**config.mk**
```make
export PLATFORM = sky130hd
export DESIGN_NAME = spi_txn_arbiter
export DESIGN_NICKNAME = d
export VERILOG_FILES = /design/src/rtl/spi_txn_arbiter.sv
export SDC_FILE = /design/constraint.sdc
export NUM_CORES = 1
export LEC_CHECK = 0
export CORE_MARGIN = 10
export CORE_UTILIZATION = 41
export DETAILED_ROUTE_END_ITERATION = 7
export GPL_TIMING_DRIVEN = 0
export HOLD_SLACK_MARGIN = 0.1
export PLACE_DENSITY = 0.76
export SETUP_SLACK_MARGIN = 0.2
export SKIP_LAST_GASP = 1
export SLEW_MARGIN = 40
export SYNTH_ARGS = -nofsm -noshare
export SYNTH_HDL_FRONTEND = slang
export SYNTH_SLANG_ARGS = --single-unit
```
**constraint.sdc**
```tcl
create_clock -name clk -period 2.5 [get_ports clk]
set_input_delay 0.5 -clock clk [delete_from_list [all_inputs] [get_ports clk]]
set_output_delay 0.5 -clock clk [all_outputs]
set_load 0.01 [all_outputs]
```
**src/rtl/spi_txn_arbiter.sv**
```systemverilog
// Round-robin arbiter sharing one spi_master among NUM_REQ requesters.
// One DATA_W-bit transfer per grant, with a watchdog abort on a missing reply.
module spi_txn_arbiter #(
   parameter int NUM_REQ = 4,
   parameter int DATA_W  = 8,
   parameter int TIMEOUT = 64
) (
   input  logic                      clk,
   input  logic                      rst,
   input  logic [NUM_REQ-1:0]        req,
   input  logic [NUM_REQ*DATA_W-1:0] req_data,
   output logic [NUM_REQ-1:0]        gnt,
   output logic [NUM_REQ-1:0]        rsp_valid,
   output logic [DATA_W-1:0]         rsp_data,
   output logic                      rsp_err,
   output logic                      busy,
   output logic                      spi_send_en,
   output logic [DATA_W-1:0]         spi_send_data,
   input  logic [DATA_W-1:0]         spi_rx_data,
   input  logic                      spi_rx_valid
);

   localparam int unsigned NR = NUM_REQ;
   localparam int IDX_W = $clog2(NUM_REQ);
   localparam int TMR_W = $clog2(TIMEOUT);
   localparam logic [TMR_W-1:0] TMR_LAST = TMR_W'(TIMEOUT - 1);
   localparam logic [IDX_W-1:0] IDX_LAST = IDX_W'(NUM_REQ - 1);

   typedef enum logic [1:0] {
      S_IDLE,
      S_LAUNCH,
      S_WAIT,
      S_DONE
   } state_t;

   state_t            state, state_nxt;
   logic [IDX_W-1:0]  rr_ptr;
   logic [IDX_W-1:0]  idx;
   logic [IDX_W-1:0]  cand;
   logic [IDX_W-1:0]  pick_idx;
   logic              pick_found;
   logic [DATA_W-1:0] pick_data;
   logic [TMR_W-1:0]  timer;

   // Round-robin scan starting at rr_ptr; first set request wins.
   always_comb begin
      pick_found = 1'b0;
      pick_idx   = '0;
      pick_data  = '0;
      cand       = '0;
      for (int unsigned i = 0; i < NR; i++) begin
         cand = IDX_W'((32'(rr_ptr) + i) % NR);
         if (!pick_found && req[cand]) begin
            pick_found = 1'b1;
            pick_idx   = cand;
         end
      end
      for (int unsigned i = 0; i < NR; i++) begin
         if (32'(pick_idx) == i) pick_data = req_data[i*DATA_W +: DATA_W];
      end
   end

   always_ff @(posedge clk or negedge rst) begin
      if (!rst) state <= S_IDLE;
      else      state <= state_nxt;
   end

   always_comb begin
      state_nxt   = state;
      busy        = 1'b1;
      spi_send_en = 1'b0;
      case (state)
         S_IDLE: begin
            busy = 1'b0;
            if (pick_found) state_nxt = S_LAUNCH;
         end
         S_LAUNCH: begin
            spi_send_en = 1'b1;
            state_nxt   = S_WAIT;
         end
         S_WAIT: begin
            if (spi_rx_valid || timer == TMR_LAST) state_nxt = S_DONE;
         end
         S_DONE: state_nxt = S_IDLE;
      endcase
   end

   always_comb begin
      gnt       = '0;
      rsp_valid = '0;
      for (int unsigned i = 0; i < NR; i++) begin
         if (32'(idx) == i) begin
            gnt[i]       = (state != S_IDLE);
            rsp_valid[i] = (state == S_DONE);
         end
      end
   end

   // A reply arriving on the terminal timer cycle takes priority over the abort.
   always_ff @(posedge clk or negedge rst) begin
      if (!rst) begin
         rr_ptr        <= '0;
         idx           <= '0;
         timer         <= '0;
         spi_send_data <= '0;
         rsp_data      <= '0;
         rsp_err       <= 1'b0;
      end else begin
         case (state)
            S_IDLE: begin
               if (pick_found) begin
                  idx           <= pick_idx;
                  spi_send_data <= pick_data;
               end
            end
            S_LAUNCH: timer <= '0;
            S_WAIT: begin
               if (spi_rx_valid) begin
                  rsp_data <= spi_rx_data;
                  rsp_err  <= 1'b0;
               end else if (timer == TMR_LAST) begin
                  rsp_data <= '0;
                  rsp_err  <= 1'b1;
               end else begin
                  timer <= timer + 1'b1;
               end
            end
            S_DONE: rr_ptr <= (idx == IDX_LAST) ? '0 : idx + 1'b1;
         endcase
      end
   end

endmodule

```
## Word-level counts from Yosys, hierarchy flattened

Index checks and enable logic that the tools add are counted.
W data, S select, Z words.

| word-level totals | value |
|---|---|
| logic and storage cells | 88 |
| output and inout port bits | 27 |
| bits of input ports | 47 |
| flip-flop bits (word level) | 29 |

| cells by class | value |
|---|---|
| mux-type cells | 41 |
| reductions and logical operators | 17 |
| order comparisons | 4 |
| equality and inequality tests | 14 |
| add/sub/neg operators | 5 |

Operator list:

| cell | count |
|---|---|
| $mux W8 | 6 |
| $mux W1 | 20 |
| $mux W2 | 7 |
| $eq A2 B2 Y1 const B | 6 |
| $lt A2 B3 Y1 const B | 4 |
| $mux W6 | 2 |
| $pmux W6 S2 | 1 |
| $bmux W1 S2 | 4 |
| $ne A2 B2 Y1 const B | 4 |
| $pmux W2 S4 | 1 |
| $add A6 B1 Y6 const B | 1 |
| $eq A2 B1 Y1 const B | 3 |
| $eq A6 B6 Y1 const B | 1 |
| $logic_not A2 Y1 | 3 |
| $reduce_and A2 Y1 | 3 |
| $reduce_bool A2 Y1 | 3 |
| $add A2 B1 Y2 const B | 2 |
| $add A2 B2 Y2 const B | 2 |
| $logic_and A1 B1 Y1 | 3 |
| $logic_not A1 Y1 | 3 |
| $reduce_and A3 Y1 | 1 |
| $logic_or A1 B1 Y1 | 1 |

## Longest topological paths before layout

| logic depth | value |
|---|---|
| depth in word-level cells | 17 |
| gate-level depth with buffers | 7 |
| gate-level depth less buffers | 7 |

## Least setup slack after synthesis

No wires, ideal clock.

| timing path | value |
|---|---|
| kind | reg-to-reg |
| start | register timer[0] |
| end | register timer[5] |
| slack | 758 ps |
| stages on the path, launching flop included | 7 |
| arrival time | 1663 ps |
| buffers on the path | 0 |
| period minus slack after synthesis | 1742 ps |
| cells stage by stage | dfrtp_1 > ha_1 > and3_4 > a311oi_4 > nand4_1 > nor2_1 > mux2i_1 |

| on the way | value |
|---|---|
| longest elaborated chain between the ends | 4 |

Ends and longest elaborated chain:

| item | RTL line | source |
|---|---|---|
| from (decl) | 43 | `logic [TMR_W-1:0] timer;` |
| from (signal assigned) | 125 | `timer <= timer + 1'b1;` |
| $add A6 B1 Y6 | 125 |  |
| $mux W6 | 121 | `end else if (timer == TMR_LAST) begin` |
| $mux W6 | 118 | `if (spi_rx_valid) begin` |
| $pmux W6 S2 | 109 | `case (state)` |

Several ways; a longest one is shown, not always the timed one. The select of a mux whose other input is x is not followed.
A chain may end at the register's enable or synchronous reset.

## Final worst setup path

| timing path | value |
|---|---|
| start | register state[0] |
| end | output rsp_valid[2] |

| on the way | value |
|---|---|
| longest elaborated chain between the ends | 2 |

Ends and longest elaborated chain:

| item | RTL line | source |
|---|---|---|
| from (decl) | 36 | `state_t state, state_nxt;` |
| from (signal assigned) | 65 | `else state <= state_nxt;` |
| $eq A2 B2 Y1 | 94 | `rsp_valid[i] = (state == S_DONE);` |
| $mux W1 | 92 | `if (32'(idx) == i) begin` |
| to (decl) | 13 | `output logic [NUM_REQ-1:0] rsp_valid,` |

Every way passes these cells.

==> metrics.cfg <==
[routing]
via_count = 1443
postRouteWirelength_um = 4750
wl_per_cell_um = 17.0
ant_nets = 0
drt-pass1-iter-count = 4
drc_errors = 0
vias_per_cell = 5.15
drtIter0Drc = 47

[power]
switching_share_pct = 36.4
p_per_area_mw_per_mm2 = 1030
seq_power_share_pct = 31.4
ir_drop_v = 0.000747
p_sw_uw = 944
power.leakage_nw = 1.10
pwr-share-comb_pct = 53.8
p_int_mw = 1.65
clkPwrFrac_pct = 14.8

[floorplan]
die_h_um = 83.1
chipWidth_um = 83.1
die_area_mm2 = 0.00691
rows = 22
core_area_mm2 = 0.00374
initial_core_util_pct = 43.6
io_pins = 74

[setup_path]
cp_slowest_cell = clkdlybuf4s50_1
r2r_start = state[0]
cp-start-kind = flop
worstPathRequired_ns = 2.00
cp_cell_sequence = ha_1 > and2_1 > clkdlybuf4s50_1
arrival_ns = 1.71
end_kind = output pin
crit_start = state[0]
path_class = flop to output pin
cp_top_family = buffers and inverters
crit_path_max_fanout = 7
critPathBufInv = 1
cpPeakStageDelay_ns = 0.57

[sta]
drv_slew = 0
tightest_slew_ns = 0.651
fin_crit_ns = 2.21
slew_headroom_pct = 56.6
timing.final.crit_share_pct = 88.5
rsz0062_at_grt = false
fin_worst_skew_ns = 0.00375
final-hold-violation-count = 0
worst_slack_ns = 0.287
max_freq_ghz = 0.452
setup_tns_ns = 0
setup_viol = 0

[clock_network]
clk_pin_slew_ns = 0.06
cts_tree = yes
insertion_delay_ns = 0.28
post_cts_buffers = 0
clockBufferDepth = 2
cts_root_buf = clkbuf_8
htree_levels = 2
cts_inserted_buffers = 5
cts_sinks = 29

[global_route]
grt_usage_pct = 13.9
grt-ovfl-total = 0
antenna_found_initial = 0
grt_first_pass_wirelength_um = 8040
grt_max_degree = 30
first_global_vias = 1526

[yosys]
synthCells = 152
synth_seq_area_share_pct = 44.4
synth_fp_nets = 208
netlist_area_mm2 = 0.00163
synth_area_per_cell_um2 = 10.7
synth_seq_cells = 29
yosys_warnings = 0
synth.distinct_cells = 32

[place]
port_buffers = 73
dp_slack_ns = 0.0749
hpwl_um = 3890
dpl_cell_area_mm2 = 0.00242
gp_congestion = 0.867
placed_cells = 273

[final_layout]
fin_area_mm2 = 0.00251
nNetsFinal = 288
final_common_cell = clkdlybuf4s50_1
area_growth_pct = 53.6
final_cells = 280
mostFrequentLayoutCells = 72 x clkdlybuf4s50_1, 29 x dfrtp_1, 20 x nand2_1, 19 x mux2i_1
drive_gt1_share_pct = 7.76
antenna_cells = 0

[run_status]
status = complete, no violations

[job]
cap_viol_max_count = 0

[worst_hold_path]
hold_class = input port to async pin

-- logic make-up after synthesis --
| group | Yosys count | synth area share (%) |
|---|---|---|
| buf+inv | 14 | 4.75 |
| compound gates | 31 | 16.1 |
| simple gates | 46 | 13.7 |
| flops | 29 | 44.4 |
| xor+xnor | 2 | 1.07 |
| mux | 21 | 13.0 |
| fa+ha+maj | 9 | 6.90 |
-- synthesized netlist by cell type --
| master | number | area share, % |
|---|---|---|
| dfrtp_1 | 29 | 44 |
| nand2_1 | 20 | 4.6 |
| mux2i_1 | 19 | 12 |
| ha_1 | 9 | 6.9 |
| a22o_1 | 8 | 4.3 |
| inv_1 | 8 | 1.8 |
| o221ai_1 | 8 | 4.3 |
| nor2_1 | 7 | 1.6 |
| a21oi_1 | 5 | 1.5 |
| and2_1 | 5 | 1.9 |
| nor2b_1 | 5 | 1.9 |
| o21ai_0 | 4 | 1.2 |
| nand2b_1 | 3 | 1.1 |
| clkbuf_1 | 2 | 0.46 |
| mux2_2 | 2 | 1.4 |
| xor2_1 | 2 | 1.1 |
| a21oi_2 | 1 | 0.54 |
| a311oi_1 | 1 | 0.54 |
| a311oi_4 | 1 | 1.6 |
| and3_1 | 1 | 0.38 |
| and3_4 | 1 | 0.69 |
| buf_1 | 1 | 0.23 |
| buf_12 | 1 | 1.2 |
| buf_2 | 1 | 0.31 |
| buf_6 | 1 | 0.69 |
| nand3_1 | 1 | 0.31 |
| nand4_1 | 1 | 0.38 |
| nor4_1 | 1 | 0.38 |
| o21ai_1 | 1 | 0.31 |
| o21ai_2 | 1 | 0.54 |
| o2bb2a_4 | 1 | 1.2 |
| or2_1 | 1 | 0.38 |
-- final timing paths --
kind                            slack (ns)  cells past startpoint               end
worst max-delay path                  0.29                      3      rsp_valid[2]
worst min-delay path                  0.25                      1  spi_send_data[2]
worst max register to register        0.54                      7          timer[5]
worst min register to register        0.49                      2  spi_send_data[4]
max in group asynchronous             1.83                      1          timer[5]
min in group clk                      0.49                      2  spi_send_data[4]
-- worst register-to-register path, cell delays in order (launching register included) --
cell and delay [ns]:
dfrtp_1 0.41, inv_1 0.10, ha_1 0.24, inv_1 0.13
a311oi_4 0.43, nand4_1 0.19, nor2_1 0.16, mux2i_1 0.21
-- sequential cells by signal, indices dropped and copies added, names as in the netlist --
signal         flops
rsp_data           8
spi_send_data      8
rsp_err            1
rr_ptr             2
timer              6
state              2
idx                2
-- what timing repair did --
| action | CTS | global route |
|---|---|---|
| resized for setup | 0 | 1 |
| endpoints found under the setup margin | 0 | 4 |
| hold endpoints to repair | 0 | 0 |
| hold buffers | 0 | 0 |
-- area by class of cell --
cell class | instances | area (µm²)
fill | 311 | 1240
multi-input combinational | 109 | 832
sequential | 29 | 726
timing repair buffer | 73 | 726
clock buffer | 7 | 86.3
tap | 48 | 60.1
buffer | 6 | 47.5
inverter | 8 | 30.0
-- metal layers --
layer	vias up	global-route usage, %	wire (µm)
met4	0	2.77	24
met3	2	5.08	302
met1	672	17.6	2230
met2	72	22.0	2200
met5	-	0	0
li1	697	-	-
-- power groups by stage --
stage	Clock, mW	Sequential (mW)	Combinational (mW)
after floorplan	0	0.849	0.727
after global placement	0	0.803	1.36
after detailed placement	0	0.815	1.42
after CTS	0.393	0.812	1.42
after global routing	0.412	0.839	1.55
final	0.383	0.814	1.39
-- stage by stage --
stage          total power, mW  hold WS [ns]  utilization (%)
5_1_grt                   2.80         0.291             67.0
2_1_floorplan             1.58         0.204                -
3_5_place_dp              2.23         0.477             64.6
6_report                  2.59         0.249             67.0
4_1_cts                   2.63         0.269             66.9
3_3_place_gp              2.17         0.470             64.7
Power figures use the tool's default switching activity.
